$ cat src/rtl/wait_event_pkg.sv
// Shared types and constants for the wait-event arbiter.
// Optional feature macro: WAIT_EVENT_ARB_WATCHDOG_EN (see wait_event_arbiter.sv).
package wait_event_pkg;

  typedef enum logic [1:0] {
    ST_IDLE  = 2'd0,
    ST_GRANT = 2'd1,
    ST_WAIT  = 2'd2,
    ST_RESP  = 2'd3
  } arb_state_t;

  // Extra cycles the watchdog allows beyond the requester's own timeout.
  localparam int unsigned WD_MARGIN = 16;

endpackage

$ cat src/rtl/wait_event_rr_arbiter.sv
// Combinational round-robin pick: the first active request found
// searching upward from i_last+1 (wrapping) wins.
module wait_event_rr_arbiter #(
  parameter int unsigned N_REQ = 4,
  parameter int unsigned IW    = $clog2(N_REQ)
) (
  input  logic [N_REQ-1:0] i_req,
  input  logic [IW-1:0]    i_last,
  output logic [IW-1:0]    o_idx,
  output logic             o_valid
);

  // Scan candidates last+1 .. last+N_REQ modulo N_REQ; first hit wins.
  always_comb begin
    int unsigned cand;
    o_idx   = '0;
    o_valid = 1'b0;
    cand    = 0;
    for (int unsigned k = 1; k <= N_REQ; k++) begin
      cand = (32'(i_last) + k) % N_REQ;
      if (!o_valid && i_req[IW'(cand)]) begin
        o_valid = 1'b1;
        o_idx   = IW'(cand);
      end
    end
  end

endmodule

$ cat src/rtl/wait_event_arbiter.sv
// Round-robin arbiter sharing one wait-event resource among N_REQ requesters.
// Optional watchdog: define WAIT_EVENT_ARB_WATCHDOG_EN to abort a wait after
// o_max_timeout+WD_MARGIN cycles with o_err=1. Without it o_err is tied low.
module wait_event_arbiter
  import wait_event_pkg::*;
#(
  parameter int unsigned N_REQ     = 4,
  parameter int unsigned WAIT_SIZE = 5,
  parameter int unsigned TO_WIDTH  = 32
) (
  input  logic                                 clk,
  input  logic                                 rst_n,
  input  logic [N_REQ-1:0]                     i_req,
  input  logic [N_REQ*$clog2(WAIT_SIZE)-1:0]   i_req_sel,
  input  logic [N_REQ-1:0]                     i_req_edge,
  input  logic [N_REQ*TO_WIDTH-1:0]            i_req_timeout,
  output logic [N_REQ-1:0]                     o_gnt,
  output logic [N_REQ-1:0]                     o_done,
  output logic                                 o_err,
  output logic                                 o_wait_en,
  output logic [$clog2(WAIT_SIZE)-1:0]         o_wait_sel,
  output logic                                 o_sel_wtr_wtf,
  output logic [TO_WIDTH-1:0]                  o_max_timeout,
  input  logic                                 i_wait_done,
  output logic                                 o_busy
);

  localparam int unsigned SW = $clog2(WAIT_SIZE);
  localparam int unsigned IW = $clog2(N_REQ);

  arb_state_t    state, state_nxt;
  logic [IW-1:0] winner, last_winner;
  logic [IW-1:0] pick_idx;
  logic          pick_valid;
  logic          wd_expired;

  logic [SW-1:0]       sel_arr [N_REQ];
  logic [TO_WIDTH-1:0] to_arr  [N_REQ];

  for (genvar g = 0; g < N_REQ; g++) begin : g_unpack
    assign sel_arr[g] = i_req_sel[g*SW +: SW];
    assign to_arr[g]  = i_req_timeout[g*TO_WIDTH +: TO_WIDTH];
  end

  wait_event_rr_arbiter #(
    .N_REQ (N_REQ),
    .IW    (IW)
  ) u_rr (
    .i_req   (i_req),
    .i_last  (last_winner),
    .o_idx   (pick_idx),
    .o_valid (pick_valid)
  );

  // State register.
  always_ff @(posedge clk or negedge rst_n) begin
    if (!rst_n) state <= ST_IDLE;
    else        state <= state_nxt;
  end

  // Next-state logic.
  always_comb begin
    state_nxt = state;
    unique case (state)
      ST_IDLE:  if (pick_valid) state_nxt = ST_GRANT;
      ST_GRANT: state_nxt = ST_WAIT;
      ST_WAIT:  if (i_wait_done || wd_expired) state_nxt = ST_RESP;
      ST_RESP:  state_nxt = ST_IDLE;
      default:  state_nxt = ST_IDLE;
    endcase
  end

  // Winner and its configuration are captured when leaving IDLE so they are
  // already valid during the GRANT cycle and stay stable through WAIT.
  always_ff @(posedge clk or negedge rst_n) begin
    if (!rst_n) begin
      winner        <= '0;
      last_winner   <= IW'(N_REQ - 1);
      o_wait_sel    <= '0;
      o_sel_wtr_wtf <= 1'b0;
      o_max_timeout <= '0;
    end else begin
      if (state == ST_IDLE && pick_valid) begin
        winner        <= pick_idx;
        o_wait_sel    <= sel_arr[pick_idx];
        o_sel_wtr_wtf <= i_req_edge[pick_idx];
        o_max_timeout <= to_arr[pick_idx];
      end
      if (state == ST_RESP) last_winner <= winner;
    end
  end

`ifdef WAIT_EVENT_ARB_WATCHDOG_EN
  localparam int unsigned CW = TO_WIDTH + 1;
  logic [TO_WIDTH:0] wd_cnt;
  logic              wd_err;

  assign wd_expired = (wd_cnt == ({1'b0, o_max_timeout} + CW'(WD_MARGIN)));

  // Cycle counter: cleared on WAIT entry, counts each WAIT cycle.
  always_ff @(posedge clk or negedge rst_n) begin
    if (!rst_n)                  wd_cnt <= '0;
    else if (state == ST_GRANT)  wd_cnt <= '0;
    else if (state == ST_WAIT)   wd_cnt <= wd_cnt + 1'b1;
  end

  // Error flag for the following RESP; a same-cycle done wins over expiry.
  always_ff @(posedge clk or negedge rst_n) begin
    if (!rst_n)                 wd_err <= 1'b0;
    else if (state == ST_WAIT)  wd_err <= wd_expired && !i_wait_done;
  end

  assign o_err = (state == ST_RESP) && wd_err;
`else
  assign wd_expired = 1'b0;
  assign o_err      = 1'b0;
`endif

  // State-decoded outputs; all are zero in IDLE, hence zero under reset.
  always_comb begin
    o_gnt     = '0;
    o_done    = '0;
    o_wait_en = (state == ST_WAIT);
    o_busy    = (state != ST_IDLE);
    if (state == ST_GRANT) o_gnt  = N_REQ'(1) << winner;
    if (state == ST_RESP)  o_done = N_REQ'(1) << winner;
  end

endmodule

$ cat config.mk
export PLATFORM = sky130hd
export DESIGN_NAME = wait_event_arbiter
export DESIGN_NICKNAME = d
export VERILOG_FILES = /design/src/rtl/wait_event_pkg.sv /design/src/rtl/wait_event_rr_arbiter.sv /design/src/rtl/wait_event_arbiter.sv
export SDC_FILE = /design/constraint.sdc
export NUM_CORES = 1
export LEC_CHECK = 0
export BUFFER_PORTS_ARGS = -buffer_cell sky130_fd_sc_hd__buf_2
export CORE_UTILIZATION = 48
export CTS_CLUSTER_DIAMETER = 80
export CTS_CLUSTER_SIZE = 8
export DETAILED_ROUTE_END_ITERATION = 7
export PLACE_DENSITY = 0.89
export SLEW_MARGIN = 10
export SYNTH_ARGS = -nofsm -noshare
export SYNTH_HDL_FRONTEND = slang
export SYNTH_SLANG_ARGS = --single-unit
export TNS_END_PERCENT = 1
$ cat constraint.sdc
create_clock -name clk -period 3.1 [get_ports clk]
set_input_delay 0.465 -clock clk [delete_from_list [all_inputs] [get_ports clk]]
set_output_delay 0.465 -clock clk [all_outputs]
set_load 0.01 [all_outputs]
# [Word level (Yosys, flattened, before mapping)]
# Cells that the tools add are included.
[totals] ff_bits=42 input_bits=151 output_inout_bits=47 elab_cells=62
[classes] n_addsub=4 n_lt_le_gt_ge=6 eq_ne=5 shifts=1 n_mux=29 bitwise=1 reduce_logical=10
[op_table] op="$bmux W32 S2" n=1
[op_table] op="$mux W32" n=2
[op_table] op="$lt A2 B3 Y1 const B" n=5
[op_table] op="$mux W2" n=6
[op_table] op="$bmux W1 S2" n=5
[op_table] op="$mux W1" n=9
[op_table] op="$mux W4" n=2
[op_table] op="$pmux W2 S4" n=1
[op_table] op="$bmux W3 S2" n=1
[op_table] op="$mux W3" n=2
[op_table] op="$add A2 B1 Y2 const B" n=2
[op_table] op="$add A2 B2 Y2 const B" n=2
[op_table] op="$eq A2 B2 Y1 const B" n=2
[op_table] op="$logic_and A1 B1 Y1" n=4
[op_table] op="$shl A1 B2 Y4 const A" n=1
[op_table] op="$ge A3 B3 Y1 const B" n=1
[op_table] op="$logic_not A1 Y1" n=3
[op_table] op="$not A2 Y3" n=1
[op_table] op="$eq A2 B1 Y1 const B" n=1
[op_table] op="$logic_not A2 Y1" n=1
[op_table] op="$ne A2 B1 Y1 const B" n=1
[op_table] op="$ne A2 B2 Y1 const B" n=1
[op_table] op="$reduce_and A2 Y1" n=1
[op_table] op="$reduce_bool A2 Y1" n=1

# [Logic depth before layout (Yosys ltp)]
# Gate-level depths: netlist (run 1).
[logic_depth] depth_word=17 mapped_depth=9 depth_no_buf=7

# [By module]
# Synthesis (run 1) repeated with hierarchy kept, for this count alone.
[hier_totals] cells_unflattened=251 hier_area_um2=2877.8
[modules_own_cells] module="wait_event_arbiter" n_inst=1 cells_each=237 area_per_inst_um2=2786.4 seq_area_each_um2=1053.5
[modules_own_cells] module="wait_event_rr_arbiter" n_inst=1 cells_each=14 area_per_inst_um2=91.3 seq_area_each_um2=0.0

# [Least setup slack after synthesis (run 1)]
# OpenSTA, ideal clock, no wires.
[synth_path] path_type="register to register" start="register last_winner[1]" end="register o_max_timeout[13]" setup_ps=129 arrival_time_ps=1719 path_slack_ps=1252 path_stages_with_launch=8 n_path_buf=2 period_less_slack_ps=1848 path_cell_list="dfstp_2 mux2i_1 o22ai_2 or2_1 buf_4 buf_8 a211oi_2 a211oi_2"
[synth_via] elab_chain_cells=17
[synth_lines] element="from (decl)" line_no="wait_event_arbiter.sv:32" source="logic [IW-1:0] winner, last_winner;"
[synth_lines] element="from (signal assigned)" line_no="wait_event_arbiter.sv:78" source="last_winner <= IW'(N_REQ - 1);"
[synth_lines] element="from (signal assigned)" line_no="wait_event_arbiter.sv:89" source="if (state == ST_RESP) last_winner <= winner;"
[synth_lines] element="$add A2 B1 Y2" line_no="wait_event_rr_arbiter.sv:20" source="cand = (32'(i_last) + k) % N_REQ;"
[synth_lines] element="$bmux W1 S2" line_no="wait_event_rr_arbiter.sv:21" source="if (!o_valid && i_req[IW'(cand)]) begin"
[synth_lines] element="$mux W1 (not written as such)" line_no="wait_event_rr_arbiter.sv:21"
[synth_lines] element="$mux W1" line_no="wait_event_rr_arbiter.sv:21"
[synth_lines] element="$logic_not A1 Y1" line_no="wait_event_rr_arbiter.sv:21"
[synth_lines] element="$logic_and A1 B1 Y1" line_no="wait_event_rr_arbiter.sv:21"
[synth_lines] element="$mux W1" line_no="wait_event_rr_arbiter.sv:21"
[synth_lines] element="$logic_not A1 Y1" line_no="wait_event_rr_arbiter.sv:21"
[synth_lines] element="$logic_and A1 B1 Y1" line_no="wait_event_rr_arbiter.sv:21"
[synth_lines] element="$mux W1" line_no="wait_event_rr_arbiter.sv:21"
[synth_lines] element="$logic_not A1 Y1" line_no="wait_event_rr_arbiter.sv:21"
[synth_lines] element="$logic_and A1 B1 Y1" line_no="wait_event_rr_arbiter.sv:21"
[synth_lines] element="$mux W2" line_no="wait_event_rr_arbiter.sv:21"
[synth_lines] element="$not A2 Y3 (not written as such)" line_no="wait_event_arbiter.sv:87" source="o_max_timeout <= to_arr[pick_idx];"
[synth_lines] element="$bmux W32 S2" line_no="wait_event_arbiter.sv:87"
[synth_lines] element="$mux W32 (not written as such) (2 in a row)" line_no="wait_event_arbiter.sv:87"
[synth_lines] element="to (signal assigned)" line_no="wait_event_arbiter.sv:87"
[synth_lines] element="to (decl)" line_no="wait_event_arbiter.sv:23" source="output logic [TO_WIDTH-1:0] o_max_timeout,"
# Several ways; a longest one is shown, not always the timed one. The select of a mux whose other input is x is not followed.
# A chain may end at the register's enable or synchronous reset.

# [Worst setup path in the final report (run 1)]
[layout_path] start="register last_winner[1]" end="register o_max_timeout[15]"
# Same word-level chain as after synthesis.

==> reports/qor.tcl, run 1 <==
set qor(capturing_element_type_of_the_critical_path) {register}
set qor(cts_resized) 0
set qor(cts_setup_buffers) 0
set qor(die_width_um) 84.82
set qor(tightestPinTransition_ns) 0.9731
set qor(fp.dieArea_um2) 7194
set qor(netlist_top_cells_count) {61 x sky130_fd_sc_hd__a211oi_2, 40 x sky130_fd_sc_hd__dfrtp_1, 37 x sky130_fd_sc_hd__mux2i_1, 37 x sky130_fd_sc_hd__nor2_1, 25 x sky130_fd_sc_hd__nor3b_1}
set qor(slew_headroom) 0.3512
set qor(timing.final.crit_period_ns) 2.552
set qor(clock_tree.htree_level_count) 2
set qor(grt_antenna_before_repair) 0
set qor(overall_power_uw) 3657
set qor(max_freq_ghz) 0.3918
set qor(synth_seq_area_share) 0.3200
set qor(power_per_cell_area_nw_per_um2) 842.5
set qor(min_period_over_period) 0.8234
set qor(synthDistinctLibCells) 43
set qor(cts_tree) {yes}
set qor(drv.max_cap_violation_count) 0
set qor(routed_wire_length_per_instance_um) 17.41
set qor(number_of_flops_mapped_to_enable_cells_by_yosys) 0
set qor(drtPass1Iterations) 6
set qor(rows) 29
set qor(synth_top_area_share) 0.3041
set qor(yosysMostFrequentCell) {sky130_fd_sc_hd__a211oi_2}
set qor(synth.ff_latch_count) 42
set qor(min_path_type) {primary input to async pin}
set qor(timing.setup.critical_path_class) {register to register}
set qor(finalHoldViolCount) 0
set qor(slew_viol_final) 0
set qor(violations) {design-rule violations}
set qor(syn_to_final_growth_pct) 31.85
set qor(grt_pass1_vias) 3482
set qor(final_core_util) 0.6683
set qor(worst_ep_required_time_ns) 3.24
set qor(globalRouteOverflowTotal) 0
set qor(fp.coreArea_um2) 6495
set qor(io_pins) 198
set qor(netlist_instances) 316
set qor(die_h_um) 84.82
set qor(final.setup.worst_slack_ns) 0.5475
set qor(clock_slew_at_reported_path_ffs_ns) 0.09
set qor(gpl.final_weighted_congestion) 0.8678
set qor(pin_count_of_the_biggest_net_entering_global_routing) 43
set qor(clock_insertion_delay_worst_skew_ns) 0.29
set qor(max-clock-path-buffers) 2
set qor(antennaDiodeCount) 0
set qor(rsz_0062_raised_after_global_routing) {false}
set qor(overall_track_demand_over_capacity_in_global_routing) 0.2807
set qor(irDropWorstVdd_mv) 0.4654
set qor(critPathLaunchType) {register}
set qor(drive_gt1_frac) 0.5772
set qor(cell_chosen_for_the_clock_root) {sky130_fd_sc_hd__clkbuf_8}
set qor(finalSetupViolCount) 0
set qor(initialDrtViolationCount) 132
set qor(wp_data_arrival_ns) 2.69
set qor(cts-hold-fix-buffers) 0
set qor(grt_pass1_wl_mm) 15.95
set qor(syn_area_per_cell_um2) 10.42
set qor(filler_cell_count) 512
set qor(num_vias) 3238
set qor(post_syn_nets) 472
set qor(dpl.hpwl_mm) 7.627
set qor(synthFlopType) {sky130_fd_sc_hd__dfrtp_1}
set qor(fin_tns_setup_ns) 0
set qor(syn-cell-area_um2) 3292
set qor(synth_area_leaders) {sky130_fd_sc_hd__dfrtp_1 30%, sky130_fd_sc_hd__a211oi_2 23%, sky130_fd_sc_hd__mux2i_1 11%}
set qor(ys.warnings.count) 0
set qor(initial_utilization) 0.5068
set qor(run_status) {complete, but fails checks}
set qor(cellLeakagePower_uw) 0.002029
set qor(cell_accounting_for_the_most_synthesized_area) {sky130_fd_sc_hd__dfrtp_1}
set qor(design.final.nets) 655
set qor(cts_made_buffers) 5
set qor(fin_skew_ns) 0.006718
set qor(routed_via_density) 5.622
set qor(pre_cts_ws_ns) 0.5262
set qor(number_of_design_rule_violations_left_after_detail_routing) 15
set qor(io_buffers) 196
set qor(totalWireLength_mm) 10.03
set qor(detail-route-antenna-nets) 0
set qor(cts.sinks) 42
set qor(critical_path_peak_fanout) 13
set qor(async_flop_share) 1.000
[worst max-delay path, cell delays in order (launching register included)]
cell and delay [ns]:
sky130_fd_sc_hd__dfstp_2 0.60, sky130_fd_sc_hd__mux2i_1 0.25, sky130_fd_sc_hd__o22ai_2 0.26, sky130_fd_sc_hd__or2_1 0.30, sky130_fd_sc_hd__buf_4 0.20, sky130_fd_sc_hd__nor2_2 0.61, sky130_fd_sc_hd__a211oi_1 0.17
[stage by stage]
step	instance area (µm²)	cells	hold slack [ns]
finish	4340	576	0.3178
global route	4340	576	0.4022
CTS	4340	576	0.3628
detailed placement	4262	569	0.5482
global placement	4262	569	0.5432
floorplan	3292	316	0.1694
[layout by cell type, fill, tap and decap left out, types with 2 or more instances in the layout]
| master | netlist | layout |
|---|---|---|
| sky130_fd_sc_hd__buf_2 | 3 | 196 |
| sky130_fd_sc_hd__dfstp_2 | 2 | 2 |
| sky130_fd_sc_hd__and3_1 | 2 | 2 |
| sky130_fd_sc_hd__inv_1 | 5 | 5 |
| sky130_fd_sc_hd__nor3_1 | 13 | 13 |
| sky130_fd_sc_hd__dfrtp_1 | 40 | 40 |
| sky130_fd_sc_hd__nor3b_1 | 25 | 25 |
| sky130_fd_sc_hd__a211oi_2 | 61 | 61 |
| sky130_fd_sc_hd__a21oi_2 | 2 | 2 |
| sky130_fd_sc_hd__o21ai_1 | 2 | 2 |
| sky130_fd_sc_hd__nand2_1 | 17 | 17 |
| sky130_fd_sc_hd__a211oi_1 | 11 | 11 |
| sky130_fd_sc_hd__mux2i_1 | 37 | 37 |
| sky130_fd_sc_hd__clkinv_2 | 0 | 2 |
| sky130_fd_sc_hd__clkbuf_8 | 0 | 5 |
| sky130_fd_sc_hd__ha_1 | 5 | 5 |
| sky130_fd_sc_hd__o21ai_0 | 2 | 2 |
| sky130_fd_sc_hd__buf_4 | 7 | 8 |
| sky130_fd_sc_hd__nor2_4 | 1 | 2 |
| sky130_fd_sc_hd__nand2b_1 | 3 | 3 |
| sky130_fd_sc_hd__nor2_1 | 37 | 36 |
| sky130_fd_sc_hd__and3b_1 | 4 | 4 |
[cells by family (layout without fill, tap and decap cells)]
logic type / count (synthesis) / count (layout) / share of synthesized area
AND/OR/NAND/NOR: 112 / 112 / 0.1916
AO/OA/AOI/OAI: 85 / 85 / 0.2908
flip-flops: 42 / 42 / 0.3200
multiplexers: 38 / 38 / 0.1159
buffers and inverters: 33 / 216 / 0.06157
adder cells (fa/ha/maj): 5 / 5 / 0.01900
other: 1 / 1 / 0.001139
[final cells by class]
cell class | instances | area, µm² | share of cell area
Inverter | 5 | 18.77 | 0.004324
Clock buffer | 5 | 68.82 | 0.01585
Tap cell | 77 | 96.34 | 0.02220
Clock inverter | 2 | 10.01 | 0.002306
Multi-Input combinational cell | 241 | 2052 | 0.4728
Sequential cell | 42 | 1054 | 0.2427
Timing Repair Buffer | 204 | 1041 | 0.2398
[power by group]
| part | total [µW] | switching, µW | internal, µW | leakage (µW) |
|---|---|---|---|---|
| combinational | 2280 | 1330 | 950 | 0.00152 |
| sequential | 1040 | 194 | 841 | 0.000467 |
| clock | 341 | 189 | 152 | 0.0000438 |
[flip-flops by register name, indices dropped and copies added (netlist names)]
register and count:
winner 2, last_winner 2, o_max_timeout 32, o_sel_wtr_wtf 1
state 2, o_wait_sel 3
[final timing paths]
path	endpoint	start	slack [ns]	cells after the start
min in group clk	o_max_timeout[16]	i_req_timeout[112]	0.52	3
worst min register to register	o_max_timeout[16]	o_max_timeout[16]	0.56	2
worst min-delay path	o_max_timeout[9]	rst_n	0.32	1
worst max-delay path	o_max_timeout[15]	last_winner[1]	0.55	6
worst max register to register	o_max_timeout[15]	last_winner[1]	0.55	6
max in group asynchronous	o_max_timeout[26]	rst_n	2.17	1
[layer usage]
metal | wire length [µm] | up-vias | global-route usage | share of wire
met4 | 197 | 0 | 0.1171 | 0.020
met2 | 5415 | 130 | 0.5307 | 0.54
met1 | 3826 | 1547 | 0.3097 | 0.38
li1 | - | 1539 | - | -
met3 | 586 | 22 | 0.04864 | 0.058
met5 | 0 | - | 0 | 0
Power figures use the tool's default switching activity.
==> inputs of run 2 (changes only) <==
--- a/config.mk
+++ b/config.mk
@@ -6,11 +6,11 @@
 export NUM_CORES = 1
 export LEC_CHECK = 0
 export BUFFER_PORTS_ARGS = -buffer_cell sky130_fd_sc_hd__buf_2
-export CORE_UTILIZATION = 48
+export CORE_UTILIZATION = 44
 export CTS_CLUSTER_DIAMETER = 80
 export CTS_CLUSTER_SIZE = 8
 export DETAILED_ROUTE_END_ITERATION = 7
-export PLACE_DENSITY = 0.89
+export PLACE_DENSITY = 0.82
 export SLEW_MARGIN = 10
 export SYNTH_ARGS = -nofsm -noshare
 export SYNTH_HDL_FRONTEND = slang
==> constraint.sdc (replaced) <==
create_clock -name clk -period 2.35 [get_ports clk]
set_input_delay 0.3525 -clock clk [delete_from_list [all_inputs] [get_ports clk]]
set_output_delay 0.3525 -clock clk [all_outputs]
set_load 0.01 [all_outputs]
==> run 2 against run 1 <==
  * The flow now finishes without violations
  * Setup slack worse by 0.41 ns
  * Utilization decreased by 4.2 points
  * Final area is 4.7% higher
  * Worst hold slack lost 0.30 ns
  * Combinational power increased by 36%
  * First-iteration DRC count shrank 41%
  * Non-clock buffer count grew 15
  * Global-route usage is 3.6 points lower
  * Highest routed layer unchanged
==> reports/qor.tcl, run 2 (same netlist as run 1, synthesis figures left out) <==
set qor(cts.sinks) 42 ;# unchanged
set qor(grt_antenna_before_repair) 0 ;# unchanged
set qor(drtPass1Iterations) 4 ;# -2
set qor(routed_wire_length_per_instance_um) 16.13 ;# -7.3%
set qor(capturing_element_type_of_the_critical_path) {register}
set qor(number_of_flip_flops_under_the_largest_register_name) 32 ;# unchanged
set qor(cts_setup_buffers) 0 ;# unchanged
set qor(fin_skew_ns) 0.004093 ;# -0.002625 ns
set qor(slew_viol_final) 0 ;# unchanged
set qor(timing.final.crit_period_ns) 2.216 ;# -0.3366 ns
set qor(launching_point_of_the_worst_reg2reg_path) {last_winner[0]}
set qor(routed_via_density) 5.319 ;# -5.4%
set qor(placed_area_um2) 4379 ;# +2.8%
set qor(wp_data_arrival_ns) 2.39 ;# -0.30 ns
set qor(detail-route-antenna-nets) 0 ;# unchanged
set qor(drive_gt1_frac) 0.5903 ;# +0.01314
set qor(fin_tns_setup_ns) 0 ;# unchanged
set qor(finalSetupViolCount) 0 ;# unchanged
set qor(startpoint) {last_winner[0]}
set qor(grt_pass1_wl_mm) 14.63 ;# -8.2%
set qor(totalWireLength_mm) 9.906 ;# -1.2%
set qor(rsz_0062_raised_after_global_routing) {false}
set qor(top_regs) {o_max_timeout x32, o_wait_sel x3}
set qor(power_per_cell_area_nw_per_um2) 1141 ;# +35%
set qor(num_vias) 3266 ;# +0.86%
set qor(number_of_design_rule_violations_left_after_detail_routing) 0 ;# -15
set qor(cell_chosen_for_the_clock_root) {sky130_fd_sc_hd__clkbuf_8}
set qor(globalRouteOverflowTotal) 0 ;# unchanged
set qor(combined_area_of_the_multi_input_logic_cells_um2) 2052 ;# unchanged
set qor(regMostFlops) {o_max_timeout}
set qor(grt_pass1_vias) 3066 ;# -12%
set qor(worst_ep_required_time_ns) 2.53 ;# -0.71 ns
set qor(min_path_type) {primary input to async pin}
set qor(slew_headroom) 0.6534 ;# +0.3022
set qor(dpl.hpwl_mm) 7.742 ;# +1.5%
set qor(drv.max_cap_violation_count) 0 ;# unchanged
set qor(register_area_um2) 1054 ;# unchanged
set qor(io_buffers) 196 ;# unchanged
set qor(cts_made_buffers) 5 ;# unchanged
set qor(irDropWorstVdd_mv) 0.5722 ;# +23%
set qor(die_h_um) 88.50 ;# +4.3%
set qor(max_freq_ghz) 0.4513 ;# +15%
set qor(cts-hold-fix-buffers) 0 ;# unchanged
set qor(initial_utilization) 0.4539 ;# -0.05298
set qor(final.setup.worst_slack_ns) 0.1341 ;# -0.4134 ns
set qor(pin_count_of_the_biggest_net_entering_global_routing) 25 ;# -42%
set qor(overall_track_demand_over_capacity_in_global_routing) 0.2444 ;# -0.03630
set qor(finalHoldViolCount) 0 ;# unchanged
set qor(design.final.nets) 670 ;# +2.3%
set qor(syn_to_final_growth_pct) 38.05
set qor(layout.cells.most_common_list) {196 x sky130_fd_sc_hd__buf_2, 61 x sky130_fd_sc_hd__a211oi_2, 40 x sky130_fd_sc_hd__dfrtp_1}
set qor(critical_path_peak_fanout) 15 ;# +2
set qor(min_period_over_period) 0.9429 ;# +0.1195
set qor(gpl.final_weighted_congestion) 0.8342 ;# -3.9%
set qor(worstRegToRegCells) 7 ;# +1
set qor(critPathLaunchType) {register}
set qor(timing.setup.critical_path_class) {register to register}
set qor(cts_tree) {yes}
set qor(cts_resized) 0 ;# unchanged
set qor(final_common_cell) {sky130_fd_sc_hd__buf_2}
set qor(max-clock-path-buffers) 2 ;# unchanged
set qor(fp.dieArea_um2) 7831 ;# +8.9%
set qor(clock_tree.htree_level_count) 2 ;# unchanged
set qor(initialDrtViolationCount) 78 ;# -41%
set qor(clock_insertion_delay_worst_skew_ns) 0.30 ;# about the same
set qor(overall_power_uw) 5184 ;# +42%
set qor(filler_cell_count) 627 ;# +22%
set qor(clock_slew_at_reported_path_ffs_ns) 0.09 ;# about the same
set qor(run_status) {complete, no violations}
set qor(rows) 31 ;# +6.9%
set qor(antennaDiodeCount) 0 ;# unchanged
set qor(die_width_um) 88.50 ;# +4.3%
set qor(fp.coreArea_um2) 7253 ;# +12%
set qor(io_pins) 198 ;# unchanged
set qor(pre_cts_ws_ns) 0.02967 ;# -0.4965 ns
set qor(tightestPinTransition_ns) 0.5198 ;# -0.4533 ns
set qor(cellLeakagePower_uw) 0.002131 ;# +5.0%
set qor(final_cell_area_um2) 4544 ;# +4.7%
==> run 2: cell types whose count changed in the layout (fill, tap and decap cells not counted) <==
cell / before / now
sky130_fd_sc_hd__clkbuf_8: 5 / 6
sky130_fd_sc_hd__buf_4: 8 / 23
sky130_fd_sc_hd__bufinv_16: 0 / 2
sky130_fd_sc_hd__clkinv_2: 2 / 0
==> run 2: worst max-delay path: stages, from the launching register on <==
cell and delay, ns:
sky130_fd_sc_hd__dfstp_2 0.59, sky130_fd_sc_hd__nand2b_1 0.15, sky130_fd_sc_hd__a21oi_2 0.08, sky130_fd_sc_hd__buf_4 0.20
sky130_fd_sc_hd__or3_1 0.48, sky130_fd_sc_hd__buf_4 0.26, sky130_fd_sc_hd__a211oi_2 0.26, sky130_fd_sc_hd__a211oi_2 0.07
==> run 2: report_power, final <==
part           switching (µW)  leakage (µW)  internal [µW]
clock                     265     0.0000714            453
combinational            1760       0.00159           1350
sequential                255      0.000467           1110
==> run 2: layout make-up <==
type / instances / area share
Clock inverter: 2 / 0.01322
Timing Repair Buffer: 219 / 0.2539
Clock buffer: 6 / 0.01817
Inverter: 5 / 0.004130
Sequential cell: 42 / 0.2318
Tap cell: 99 / 0.02726
Multi-Input combinational cell: 241 / 0.4515
==> run 2: path summary, 6_finish.rpt <==
| check | endpoint | slack [ns] |
|---|---|---|
| min reg2reg | o_max_timeout[18] | 0.57 |
| min | o_max_timeout[2] | 0.02 |
| max in group asynchronous | last_winner[1] | 1.58 |
| min in group clk | o_max_timeout[13] | 0.41 |
| max reg2reg | o_max_timeout[0] | 0.13 |
| max | o_max_timeout[0] | 0.13 |
==> run 2: stage by stage <==
stage,util,hold WS [ns],cells
floorplan,-,0.05691,316
global placement,0.6038,0.3425,603
detailed placement,0.6038,0.3512,603
CTS,0.6234,0.02610,611
global route,0.6265,0.03682,614
finish,0.6265,0.02162,614
==> run 2: layer usage <==
layer / global-route usage / up-vias / wire, µm
li1: - / 1565 / -
met1: 0.2948 / 1552 / 4124
met2: 0.4364 / 132 / 5059
met3: 0.04291 / 17 / 527
met4: 0.08651 / 0 / 195
met5: 0 / - / 0
==> inputs of run 3 (changes only) <==
--- a/config.mk
+++ b/config.mk
@@ -5,12 +5,13 @@
 export SDC_FILE = /design/constraint.sdc
 export NUM_CORES = 1
 export LEC_CHECK = 0
+export ABC_AREA = 1
 export BUFFER_PORTS_ARGS = -buffer_cell sky130_fd_sc_hd__buf_2
-export CORE_UTILIZATION = 44
+export CORE_UTILIZATION = 47
 export CTS_CLUSTER_DIAMETER = 80
 export CTS_CLUSTER_SIZE = 8
 export DETAILED_ROUTE_END_ITERATION = 7
-export PLACE_DENSITY = 0.82
+export PLACE_DENSITY = 0.84
 export SLEW_MARGIN = 10
 export SYNTH_ARGS = -nofsm -noshare
 export SYNTH_HDL_FRONTEND = slang
==> run 3 against run 2 <==
  * Synthesized cell count is 100% higher
  * Clock power is 2% lower
  * Final area is 12% higher
  * Sequential share of layout area is 2.5 points lower
  * Die area is 7.9% higher
  * Total power is 63% higher
  * Global-route usage is 2.1 points higher
  * Wire length is 18% higher
  * Cell count is 50% higher
  * Critical endpoint is now o_max_timeout[4]
  * Largest power group unchanged
  * Highest routed layer unchanged
==> reports/qor.tcl, run 3 <==
set qor(irDropWorstVdd_mv) 0.9070 ;# +59%
set qor(clock_insertion_delay_worst_skew_ns) 0.30 ;# about the same
set qor(detail-route-antenna-nets) 0 ;# unchanged
set qor(fp.coreArea_um2) 7767 ;# +7.1%
set qor(worstRegToRegCells) 13 ;# +6
set qor(startpoint) {last_winner[0]}
set qor(post_syn_nets) 788 ;# +67%
set qor(critical-path-slowest-cell) {sky130_fd_sc_hd__dfstp_2}
set qor(critPathLaunchType) {register}
set qor(critical_path.cell_chain) {inv_4 -> nand2_1 -> nand2_2 -> nand2_1 -> nand2_2 -> nand2_1 -> nand2_1 -> nand2_2 -> nand3_4 -> buf_12 -> or2_2 -> nand3_1 -> nand3_1}
set qor(regToRegEndpoint) {o_max_timeout[4]}
set qor(io_buffers) 196 ;# unchanged
set qor(async_flop_share) 1.000 ;# unchanged
set qor(top_regs) {o_max_timeout x32, o_wait_sel x3}
set qor(synthDistinctLibCells) 34 ;# -21%
set qor(pre_cts_ws_ns) 0.03186 ;# +0.002189 ns
set qor(max-clock-path-buffers) 2 ;# unchanged
set qor(cts-hold-fix-buffers) 0 ;# unchanged
set qor(dpl.hpwl_mm) 8.543 ;# +10%
set qor(net_switching_component_of_the_power_uw) 4389 ;# +93%
set qor(netlist_instances) 632 ;# +100%
set qor(yosysMostFrequentCell) {sky130_fd_sc_hd__nand2_1}
set qor(min_path_type) {primary input to async pin}
set qor(synth_seq_area_share) 0.2772 ;# -0.04278
set qor(timing.setup.critical_path_class) {register to register}
set qor(grt_pass1_vias) 4170 ;# +36%
set qor(die_h_um) 91.92 ;# +3.9%
set qor(synth_top_area_share) 0.2634 ;# -0.04065
set qor(drive_gt1_frac) 0.3236 ;# -0.2667
set qor(gpl.final_weighted_congestion) 0.9340 ;# +12%
set qor(final_common_cell) {sky130_fd_sc_hd__nand2_1}
set qor(ys.warnings.count) 0 ;# unchanged
set qor(overall_track_demand_over_capacity_in_global_routing) 0.2654 ;# +0.02103
set qor(number_of_design_rule_violations_left_after_detail_routing) 0 ;# unchanged
set qor(pin_count_of_the_biggest_net_entering_global_routing) 48 ;# +92%
set qor(cpLargestDelayFamily) {simple AND/OR/NAND/NOR gates}
set qor(fin_tns_setup_ns) 0 ;# unchanged
set qor(cell_accounting_for_the_most_synthesized_area) {sky130_fd_sc_hd__dfrtp_1}
set qor(power.share.combinational) 0.753 ;# +0.155
set qor(max_freq_ghz) 0.4512 ;# about the same
set qor(syn_area_per_cell_um2) 6.012 ;# -42%
set qor(syn_to_final_growth_pct) 34.08
set qor(drv.max_cap_violation_count) 0 ;# unchanged
set qor(run_status) {complete, no violations}
set qor(antennaDiodeCount) 0 ;# unchanged
set qor(capturing_element_type_of_the_critical_path) {register}
set qor(clock_tree.htree_level_count) 2 ;# unchanged
set qor(cts_tree) {yes}
set qor(worst_path_most_repeated_cell) {sky130_fd_sc_hd__nand2_1}
set qor(fp.dieArea_um2) 8448 ;# +7.9%
set qor(cts_made_buffers) 5 ;# unchanged
set qor(number_of_flip_flops_under_the_largest_register_name) 32 ;# unchanged
set qor(power_per_cell_area_nw_per_um2) 1656 ;# +45%
set qor(routed_via_density) 5.011 ;# -5.8%
set qor(tightestPinTransition_ns) 0.9435 ;# +0.4237 ns
set qor(fin_skew_ns) 0.005231 ;# +0.001138 ns
set qor(regToRegSetupSlack_ns) 0.13 ;# about the same
set qor(syn-cell-area_um2) 3800 ;# +15%
set qor(totalWireLength_mm) 11.65 ;# +18%
set qor(finalSetupViolCount) 0 ;# unchanged
set qor(synthFlopType) {sky130_fd_sc_hd__dfrtp_1}
set qor(clock_slew_at_reported_path_ffs_ns) 0.08 ;# about the same
set qor(cell_chosen_for_the_clock_root) {sky130_fd_sc_hd__clkbuf_8}
set qor(grt_pass1_wl_mm) 18.20 ;# +24%
set qor(final_core_util) 0.6559 ;# +0.02940
set qor(finalHoldViolCount) 0 ;# unchanged
set qor(clock_power_share) 0.083 ;# -0.056
set qor(critical_path_peak_fanout) 34 ;# +19
set qor(initialDrtViolationCount) 265 ;# +240%
set qor(grt_antenna_before_repair) 0 ;# unchanged
set qor(die_width_um) 91.92 ;# +3.9%
set qor(slew_viol_final) 0 ;# unchanged
set qor(synth.ff_latch_count) 42 ;# unchanged
set qor(num_vias) 4615 ;# +41%
set qor(final.setup.worst_slack_ns) 0.1338 ;# -0.0003390 ns
set qor(design.final.nets) 974 ;# +45%
set qor(io_pins) 198 ;# unchanged
set qor(min_period_over_period) 0.9431 ;# about the same
set qor(worst_ep_required_time_ns) 2.53 ;# about the same
set qor(layout.cells.most_common_list) {211 x sky130_fd_sc_hd__nand2_1, 196 x sky130_fd_sc_hd__buf_2, 132 x sky130_fd_sc_hd__inv_1}
set qor(routed_wire_length_per_instance_um) 12.65 ;# -22%
set qor(regMostFlops) {o_max_timeout}
set qor(rows) 32 ;# +3.2%
set qor(number_of_flops_mapped_to_enable_cells_by_yosys) 0 ;# unchanged
set qor(cellLeakagePower_uw) 0.003236 ;# +52%
set qor(p_seq_frac) 0.164 ;# -0.099
set qor(slew_headroom) 0.3710 ;# -0.2825
set qor(cts.sinks) 42 ;# unchanged
set qor(launching_point_of_the_worst_reg2reg_path) {last_winner[0]}
set qor(power_switching_share) 0.5201 ;# +0.08104
set qor(timing.critical_path.buf_inv) 2 ;# unchanged
set qor(synth_area_leaders) {sky130_fd_sc_hd__dfrtp_1 26%, sky130_fd_sc_hd__nand2_1 21%, sky130_fd_sc_hd__inv_1 13%}
set qor(initial_utilization) 0.4892 ;# +0.03535
set qor(rsz_0062_raised_after_global_routing) {true}
set qor(cp_slowest_stage_delay_ns) 0.60 ;# about the same
set qor(globalRouteOverflowTotal) 0 ;# unchanged
set qor(timing.final.crit_period_ns) 2.216 ;# +0.0003390 ns
set qor(internal_power_uw) 4049 ;# +39%
set qor(netlist_top_cells_count) {215 x sky130_fd_sc_hd__nand2_1, 133 x sky130_fd_sc_hd__inv_1, 91 x sky130_fd_sc_hd__nand3_1}
set qor(filler_cell_count) 715 ;# +14%
set qor(wp_data_arrival_ns) 2.40 ;# about the same
set qor(drtPass1Iterations) 5 ;# +1
run 3: cell types whose count changed after synthesis, sizes merged, moves of 6 or more:
cell and change:
a211oi -72, buf +17, clkbuf -6, inv +131, mux2i -37, nand2 +203
nand3 +94, nand4 +46, nor2 -33, nor3 -10, nor3b -25, or2 +25
run 3: repair_timing:
item / 4_1_cts / 5_1_grt
buffers inserted: 0 / 9
resized for setup: 0 / 13
setup endpoints to repair: 0 / 37
run 3: kinds of logic after synthesis:
group / after synthesis / share of synthesized area
AOI/OAI and AO/OA: 11 / 0.02141
adders and majority gates: 5 / 0.01646
buffers and inverters: 175 / 0.1930
DFF: 42 / 0.2772
other: 1 / 0.0009869
and+or+nand+nor: 398 / 0.4909
run 3: power by group through the flow:
stage | registers [µW] | logic [µW] | clock network, µW
after floorplan | 1470 | 4350 | 0
after global placement | 1390 | 5760 | 0
after detailed placement | 1390 | 5910 | 0
after CTS | 1390 | 5920 | 719
after global routing | 1430 | 7120 | 742
final | 1380 | 6350 | 703
run 3: area by class of cell:
cell class | instances | area, µm² | share of cell area
multi-input combinational | 416 | 2044 | 0.4013
timing repair buffer | 216 | 1202 | 0.2360
sequential | 42 | 1054 | 0.2068
inverter | 136 | 516.7 | 0.1014
tap | 102 | 127.6 | 0.02505
clock buffer | 6 | 82.58 | 0.01621
clock inverter | 2 | 60.06 | 0.01179
timing repair inverter | 1 | 7.507 | 0.001473
run 3: worst max path at each step:
stage	to	slack [ns]	depth (start not counted)
detailed placement	o_max_timeout[20]	0.03	13
floorplan	o_max_timeout[4]	0.40	14
finish	o_max_timeout[4]	0.13	13
global placement	o_max_timeout[22]	0.13	13
global route	o_max_timeout[29]	-0.03	11
CTS	o_max_timeout[20]	0.0006	13
run 3: stage by stage:
stage | hold WS, ns | instance area (µm²) | std cells | power, µW
CTS | 0.2277 | 4966 | 910 | 8027
global placement | 0.4600 | 4823 | 902 | 7144
floorplan | 0.05691 | 3800 | 632 | 5820
detailed placement | 0.4695 | 4823 | 902 | 7299
finish | 0.1917 | 5095 | 921 | 8437
global route | 0.2885 | 5095 | 921 | 9289
run 3: worst register-to-register path, stage by stage (launching register included):
cell and delay, ns:
sky130_fd_sc_hd__dfstp_2 0.60, sky130_fd_sc_hd__inv_4 0.08, sky130_fd_sc_hd__nand2_1 0.10, sky130_fd_sc_hd__nand2_2 0.09, sky130_fd_sc_hd__nand2_1 0.08, sky130_fd_sc_hd__nand2_2 0.08
sky130_fd_sc_hd__nand2_1 0.12, sky130_fd_sc_hd__nand2_1 0.09, sky130_fd_sc_hd__nand2_2 0.10, sky130_fd_sc_hd__nand3_4 0.14, sky130_fd_sc_hd__buf_12 0.20, sky130_fd_sc_hd__or2_2 0.29
sky130_fd_sc_hd__nand3_1 0.08, sky130_fd_sc_hd__nand3_1 0.06
run 3: routing by layer:
metal | routed length, µm | share of wire | track usage
met5 | 0 | 0 | 0
met4 | 265 | 0.023 | 0.1003
met2 | 5725 | 0.49 | 0.4795
met1 | 4769 | 0.41 | 0.3166
met3 | 892 | 0.077 | 0.03814
